<file path="src/rtl/synth_pkg.sv">
// Shared definitions for the synth oscillator chain: sequencer states,
// default field widths and the packed table entry layout.
package synth_pkg;

  localparam int unsigned FREQ_W_DEF = 16;
  localparam int unsigned DUR_W_DEF  = 8;

  typedef enum logic [1:0] {
    StIdle = 2'd0,
    StPlay = 2'd1,
    StGap  = 2'd2
  } seq_state_e;

  // Table entry layout: frequency word in the upper bits, duration in the lower bits.
  typedef struct packed {
    logic [FREQ_W_DEF-1:0] freq;
    logic [DUR_W_DEF-1:0]  dur;
  } seq_entry_t;

endpackage

</file>
<file path="src/rtl/note_sequencer_if.sv">
// Control, table-write and output bundle of the note sequencer.
interface note_sequencer_if #(
  parameter int unsigned STEPS  = 8,
  parameter int unsigned FREQ_W = 16,
  parameter int unsigned DUR_W  = 8
) ();

  localparam int unsigned IDX_W = $clog2(STEPS);

  logic              start;
  logic              stop;
  logic              loop_en;
  logic              wr_en;
  logic [IDX_W-1:0]  wr_addr;
  logic [FREQ_W-1:0] wr_freq;
  logic [DUR_W-1:0]  wr_dur;
  logic [FREQ_W-1:0] freq;
  logic              gate;
  logic [IDX_W-1:0]  step_idx;
  logic              busy;
  logic              done;

  modport master (
    output start, stop, loop_en, wr_en, wr_addr, wr_freq, wr_dur,
    input  freq, gate, step_idx, busy, done
  );

  modport slave (
    input  start, stop, loop_en, wr_en, wr_addr, wr_freq, wr_dur,
    output freq, gate, step_idx, busy, done
  );

endinterface

</file>
<file path="src/rtl/tick_prescaler.sv">
// Free-running 0..TICK_DIV-1 counter; tick is high in the last count.
// clr forces the count back to 0 on the next edge.
module tick_prescaler #(
  parameter int unsigned TICK_DIV = 12000
) (
  input  logic clk12MHz,
  input  logic rst,
  input  logic clr,
  output logic tick
);

  localparam int unsigned CNT_W = (TICK_DIV > 1) ? $clog2(TICK_DIV) : 1;

  logic [CNT_W-1:0] cnt_q;

  assign tick = (cnt_q == CNT_W'(TICK_DIV - 1));

  // Count up, wrapping on the tick cycle or restarting on clr.
  always_ff @(posedge clk12MHz) begin
    if (rst) begin
      cnt_q <= '0;
    end else if (clr || tick) begin
      cnt_q <= '0;
    end else begin
      cnt_q <= cnt_q + CNT_W'(1);
    end
  end

endmodule

</file>
<file path="src/rtl/note_sequencer.sv">
// Step sequencer: walks a programmable note table, emitting a frequency
// word and gate per step with a fixed silent gap between notes.
module note_sequencer
  import synth_pkg::*;
#(
  parameter int unsigned STEPS     = 8,
  parameter int unsigned TICK_DIV  = 12000,
  parameter int unsigned GAP_TICKS = 5,
  parameter int unsigned FREQ_W    = FREQ_W_DEF,
  parameter int unsigned DUR_W     = DUR_W_DEF
) (
  input logic             clk12MHz,
  input logic             rst,
  note_sequencer_if.slave bus
);

  localparam int unsigned IDX_W   = $clog2(STEPS);
  localparam int unsigned ENTRY_W = FREQ_W + DUR_W;
  localparam int unsigned GAP_W   = $clog2(GAP_TICKS + 1);

  logic [ENTRY_W-1:0] table_q [STEPS];

  seq_state_e        state_q;
  logic [FREQ_W-1:0] freq_q;
  logic              gate_q;
  logic [IDX_W-1:0]  step_idx_q;
  logic              busy_q;
  logic              done_q;
  logic [DUR_W-1:0]  remain_q;
  logic [GAP_W-1:0]  gap_q;

  logic              tick;
  logic              clr;
  logic              load_en;
  logic              end_pat;
  logic [IDX_W-1:0]  load_idx;
  logic [IDX_W:0]    next_idx_w;
  logic [IDX_W-1:0]  next_idx;
  logic              last_step;
  logic [DUR_W-1:0]  dur0;
  logic [DUR_W-1:0]  next_dur;
  logic [FREQ_W-1:0] load_freq;
  logic [DUR_W-1:0]  load_dur;

  assign next_idx_w = {1'b0, step_idx_q} + (IDX_W + 1)'(1);
  assign next_idx   = next_idx_w[IDX_W-1:0];
  assign last_step  = (next_idx_w == (IDX_W + 1)'(STEPS));
  assign dur0       = table_q[0][DUR_W-1:0];
  assign next_dur   = table_q[next_idx][DUR_W-1:0];
  assign load_freq  = table_q[load_idx][ENTRY_W-1:DUR_W];
  assign load_dur   = table_q[load_idx][DUR_W-1:0];

  // Prescaler is held at 0 while idle and restarted on every step load.
  assign clr = load_en || (state_q == StIdle);

  tick_prescaler #(
    .TICK_DIV (TICK_DIV)
  ) u_prescaler (
    .clk12MHz (clk12MHz),
    .rst      (rst),
    .clr      (clr),
    .tick     (tick)
  );

  // Table writes are accepted in any state; one-cycle write latency.
  always_ff @(posedge clk12MHz) begin
    if (rst) begin
      for (int i = 0; i < int'(STEPS); i++) begin
        table_q[i] <= '0;
      end
    end else if (bus.wr_en) begin
      table_q[bus.wr_addr] <= {bus.wr_freq, bus.wr_dur};
    end
  end

  // Decide whether this edge loads a step or ends the pattern.
  always_comb begin
    load_en  = 1'b0;
    load_idx = '0;
    end_pat  = 1'b0;
    if (!bus.stop) begin
      case (state_q)
        StIdle: begin
          if (bus.start) begin
            // An empty first entry ends at once even with looping on.
            if (dur0 != '0) load_en = 1'b1;
            else            end_pat = 1'b1;
          end
        end
        StGap: begin
          if (tick && (gap_q == GAP_W'(1))) begin
            if (!last_step && (next_dur != '0)) begin
              load_en  = 1'b1;
              load_idx = next_idx;
            end else if (bus.loop_en && (dur0 != '0)) begin
              load_en = 1'b1;
            end else begin
              end_pat = 1'b1;
            end
          end
        end
        default: ;
      endcase
    end
  end

  // Main FSM with registered outputs and note/gap counters.
  always_ff @(posedge clk12MHz) begin
    if (rst) begin
      state_q    <= StIdle;
      freq_q     <= '0;
      gate_q     <= 1'b0;
      step_idx_q <= '0;
      busy_q     <= 1'b0;
      done_q     <= 1'b0;
      remain_q   <= '0;
      gap_q      <= '0;
    end else begin
      done_q <= 1'b0;
      if (bus.stop) begin
        state_q    <= StIdle;
        gate_q     <= 1'b0;
        step_idx_q <= '0;
        busy_q     <= 1'b0;
      end else if (load_en) begin
        state_q    <= StPlay;
        freq_q     <= load_freq;
        remain_q   <= load_dur;
        gate_q     <= (load_freq != '0);
        step_idx_q <= load_idx;
        busy_q     <= 1'b1;
      end else if (end_pat) begin
        state_q    <= StIdle;
        gate_q     <= 1'b0;
        step_idx_q <= '0;
        busy_q     <= 1'b0;
        done_q     <= 1'b1;
      end else if ((state_q == StPlay) && tick) begin
        if (remain_q == DUR_W'(1)) begin
          gate_q  <= 1'b0;
          gap_q   <= GAP_W'(GAP_TICKS);
          state_q <= StGap;
        end else begin
          remain_q <= remain_q - DUR_W'(1);
        end
      end else if ((state_q == StGap) && tick) begin
        gap_q <= gap_q - GAP_W'(1);
      end
    end
  end

  assign bus.freq     = freq_q;
  assign bus.gate     = gate_q;
  assign bus.step_idx = step_idx_q;
  assign bus.busy     = busy_q;
  assign bus.done     = done_q;

endmodule

</file>
<file path="src/flat_wrapper.sv">
// flat-port wrapper written by rule: the top's interface ports become plain ports
module note_sequencer_flat import synth_pkg::*;
#(
  parameter int unsigned STEPS     = 8,
  parameter int unsigned TICK_DIV  = 12000,
  parameter int unsigned GAP_TICKS = 5,
  parameter int unsigned FREQ_W    = FREQ_W_DEF,
  parameter int unsigned DUR_W     = DUR_W_DEF
)
  (clk12MHz, rst, bus_start, bus_stop, bus_loop_en, bus_wr_en, bus_wr_addr, bus_wr_freq, bus_wr_dur, bus_freq, bus_gate, bus_step_idx, bus_busy, bus_done);
  note_sequencer_if #(.STEPS(STEPS), .FREQ_W(FREQ_W), .DUR_W(DUR_W)) bus_i ();
  input logic clk12MHz;
  input logic rst;
  input wire logic [$bits(bus_i.start)-1:0] bus_start;
  input wire logic [$bits(bus_i.stop)-1:0] bus_stop;
  input wire logic [$bits(bus_i.loop_en)-1:0] bus_loop_en;
  input wire logic [$bits(bus_i.wr_en)-1:0] bus_wr_en;
  input wire logic [$bits(bus_i.wr_addr)-1:0] bus_wr_addr;
  input wire logic [$bits(bus_i.wr_freq)-1:0] bus_wr_freq;
  input wire logic [$bits(bus_i.wr_dur)-1:0] bus_wr_dur;
  output wire logic [$bits(bus_i.freq)-1:0] bus_freq;
  output wire logic [$bits(bus_i.gate)-1:0] bus_gate;
  output wire logic [$bits(bus_i.step_idx)-1:0] bus_step_idx;
  output wire logic [$bits(bus_i.busy)-1:0] bus_busy;
  output wire logic [$bits(bus_i.done)-1:0] bus_done;
  assign bus_i.start = bus_start;
  assign bus_i.stop = bus_stop;
  assign bus_i.loop_en = bus_loop_en;
  assign bus_i.wr_en = bus_wr_en;
  assign bus_i.wr_addr = bus_wr_addr;
  assign bus_i.wr_freq = bus_wr_freq;
  assign bus_i.wr_dur = bus_wr_dur;
  assign bus_freq = bus_i.freq;
  assign bus_gate = bus_i.gate;
  assign bus_step_idx = bus_i.step_idx;
  assign bus_busy = bus_i.busy;
  assign bus_done = bus_i.done;
  note_sequencer #(.STEPS(STEPS), .TICK_DIV(TICK_DIV), .GAP_TICKS(GAP_TICKS), .FREQ_W(FREQ_W), .DUR_W(DUR_W)) u_core (.clk12MHz(clk12MHz), .rst(rst), .bus(bus_i));
endmodule
</file>
<file path="config.mk">
export PLATFORM = sky130hd
export DESIGN_NAME = note_sequencer_flat
export DESIGN_NICKNAME = d
export VERILOG_FILES = /design/src/rtl/synth_pkg.sv /design/src/rtl/note_sequencer_if.sv /design/src/rtl/tick_prescaler.sv /design/src/rtl/note_sequencer.sv /design/src/flat_wrapper.sv
export SDC_FILE = /design/constraint.sdc
export NUM_CORES = 1
export LEC_CHECK = 0
export CELL_PAD_IN_SITES_DETAIL_PLACEMENT = 0
export CELL_PAD_IN_SITES_GLOBAL_PLACEMENT = 2
export CORE_ASPECT_RATIO = 0.8
export CORE_MARGIN = 2
export CORE_UTILIZATION = 42
export CTS_CLUSTER_SIZE = 28
export DETAILED_ROUTE_END_ITERATION = 8
export PLACE_DENSITY = 0.9
export SLEW_MARGIN = 20
export SYNTH_ARGS = -nofsm -noshare
export SYNTH_HDL_FRONTEND = slang
export SYNTH_SLANG_ARGS = --single-unit
</file>
<file path="constraint.sdc">
create_clock -name clk12MHz -period 3.44 [get_ports clk12MHz]
set_clock_uncertainty 0.2 [all_clocks]
set_input_delay 0.516 -clock clk12MHz [delete_from_list [all_inputs] [get_ports clk12MHz]]
set_output_delay 0.516 -clock clk12MHz [all_outputs]
set_load 0.02 [all_outputs]
</file>
==> results.cfg <==
[status]
outcome = finished, final reports clean

[clocking]
cts_tree = built
cts_buffers = 25
postCtsHoldBufs = 0
insertion_delay_ns = 0.53
cts_root_buffer = clkbuf_16
clk_path_buf_depth = 3
cts.sinks = 241
cts_max_level = 1
clk_pin_slew_ns = 0.07

[synth]
netlist_area_sq_um = 11400
synth.top_cell.area_share_pct = 50.4
syn_nets = 988
synth_edf_count = 192
synth_cell_types = 70
ys_ff_latch = 241
ys_top_cells_by_area = edfxtp_1, and2_1, dfxtp_1
yosys_warnings = 0
synth_ff_type = edfxtp_1
synthCells = 949
synth_seq_area_share_pct = 59.0
ys_async_sr_fraction_pct = 0
avgSynthCellArea_sq_um = 12.0
yosysTopAreaCell = edfxtp_1

[worst_setup_path]
crit_arrival_ns = 3.64
reg2reg_depth = 11
cp-end-kind = flop
required_ns = 3.66
cp_max_fo = 16
path_class = reg -> reg
critPathLaunchType = flop

[grt]
grt_max_degree = 36
grt_pass1_wl_microns = 45500
grtUsageTotal_pct = 21.2
antenna_found_initial = 1
grt_pass1_vias = 7522
overflow = 0

[placement]
hpwlAfterDp_microns = 19800
portBuffers = 54
gp_congestion = 0.836
place_inst = 1363
dp_slack_ns = -0.198

[sta]
period_minus_slack_ns = 3.43
timing.hold.ws_ns = 0.259
max_freq_mhz = 292
rsz0062_at_grt = yes
period_share_pct = 99.6
worst_slack_ns = 0.0142
slew_viol_final = 0
slew_headroom_pct = 49.2
tns_ns = 0
worstMarginPinSlew_ns = 0.762
hold_viol = 0
setup_viol = 0

[route]
dr.pass1.iters = 5
drcViolationCount = 0
wirelength_microns = 30100
vias_per_cell = 5.53
wl_per_cell_microns = 21.4
via_count = 7788
ant_nets = 0
dr.first_iter.drc_count = 706

[finish]
n_fill_cell = 2295
layout-drive-gt1-share_pct = 16.0
final_common_cell = and2_1
insertedDiodeCount = 0
stdcell_count = 1409
nets = 1073
area_growth_pct = 19.5
layout_common_cells = and2_1, edfxtp_1, nor2_1

[job]
cap_viol_max_count = 0

[floorplanning]
initial_core_util_pct = 43.1
core_area_sq_um = 26500
rows = 53
design.die.area_sq_um = 28600
ios = 55
die_x_microns = 188
die_h_microns = 152

[pwr]
ir_drop_v = 0.000339
powerDensity_nw_per_um2 = 486
finalPower_uw = 6640
p_leak_uw = 0.00465

[hold_path]
min_path_type = reg -> reg
hold_depth = 2
[kinds of logic after synthesis]
| family | after synthesis | share of synthesized area [%] |
|---|---|---|
| and+or+nand+nor | 411 | 20.9 |
| DFF | 241 | 59.0 |
| AOI/OAI and AO/OA | 152 | 8.87 |
| buffers and inverters | 68 | 2.77 |
| muxes | 50 | 6.17 |
| xor gates and xnor gates | 21 | 1.61 |
| adders and majority gates | 6 | 0.657 |
[flip-flops by register name, indices dropped and copies added, names as in the netlist]
name	count
u_core.bus.gate	1
u_core.u_prescaler.cnt_q	14
u_core.bus.step_idx	3
u_core.bus.freq	16
u_core.gap_q	3
u_core.bus.done	1
u_core.table_q	192
u_core.bus.busy	1
u_core.remain_q	8
u_core.state_q	2
[synth_stat cells (all sizes together), types with 2 or more instances]
cell	n
a211oi	21
a21o	3
a21oi	44
a221oi	3
a22oi	5
a311oi	3
and2	199
and3	9
buf	15
clkbuf	38
dfxtp	49
edfxtp	192
ha	6
inv	15
mux2	16
mux2i	21
mux4	13
nand2	34
nand2b	2
nand3	16
nand3b	5
nand4	3
nand4b	2
nand4bb	2
nor2	64
nor2b	5
nor3	27
nor4	16
nor4b	2
o211ai	4
o21a	6
o21ai	28
o221ai	3
o22ai	16
o31a	2
o32ai	8
or2	10
or3	2
or4	7
xnor2	9
xor2	12
[area by class of cell]
class                      instances  area, sq um  area share (%)
timing repair buffer             111         1060            7.73
multi-input combinational        640         4530            33.1
inverter                          15         56.3           0.412
clock inverter                    16          186            1.36
tap                              357          447            3.27
sequential                       241         6750            49.4
clock buffer                      29          641            4.69
[path summary, 6_finish.rpt]
check / from / endpoint / slack [ns]
max: u_core.bus.step_idx[0]$_SDFFE_PP0P_ / u_core.bus.gate$_SDFFE_PP0P_ / 0.01
min: u_core.bus.busy$_SDFFE_PP0P_ / u_core.bus.busy$_SDFFE_PP0P_ / 0.26
max reg2reg: u_core.bus.step_idx[0]$_SDFFE_PP0P_ / u_core.bus.gate$_SDFFE_PP0P_ / 0.01
min reg2reg: u_core.bus.busy$_SDFFE_PP0P_ / u_core.bus.busy$_SDFFE_PP0P_ / 0.26
[power by group]
group	internal [uW]	switching, uW
Clock	1630	1150
Sequential	3310	70.9
Combinational	192	281
Total	5140	1500
[stage by stage]
stage	instance area (sq um)	util (%)
floorplan	11400	-
global placement	12700	47.9
detailed placement	12700	47.9
CTS	13600	51.1
global route	13700	51.5
finish	13700	51.5
[critical path, cell delays in order, from the launching register on]
cell and delay (ns):
dfxtp_1 0.34, ha_2 0.40, or4b_1 0.51, nor4_4 0.18
a2111oi_2 0.09, o21a_2 0.28, buf_4 0.22, a21oi_1 0.18
o32ai_2 0.15, nor4b_2 0.33, nand4_1 0.13, o31a_1 0.30
[timing repair]
item,in CTS,in global routing
endpoints found under the setup margin,3,23
hold endpoints to repair,0,0
pin swaps,1,3
buffers inserted,0,1
resized for setup,5,14
[per-layer routing]
metal	routed length, microns	share of wire (%)	vias up	track usage [%]
met1	14400	48	3787	32.0
li1	-	-	3651	-
met4	709	2.4	0	5.43
met2	12600	42	304	31.5
met3	2440	8.1	46	4.01
met5	0	0	-	0
(Power assumes the default switching activity.)
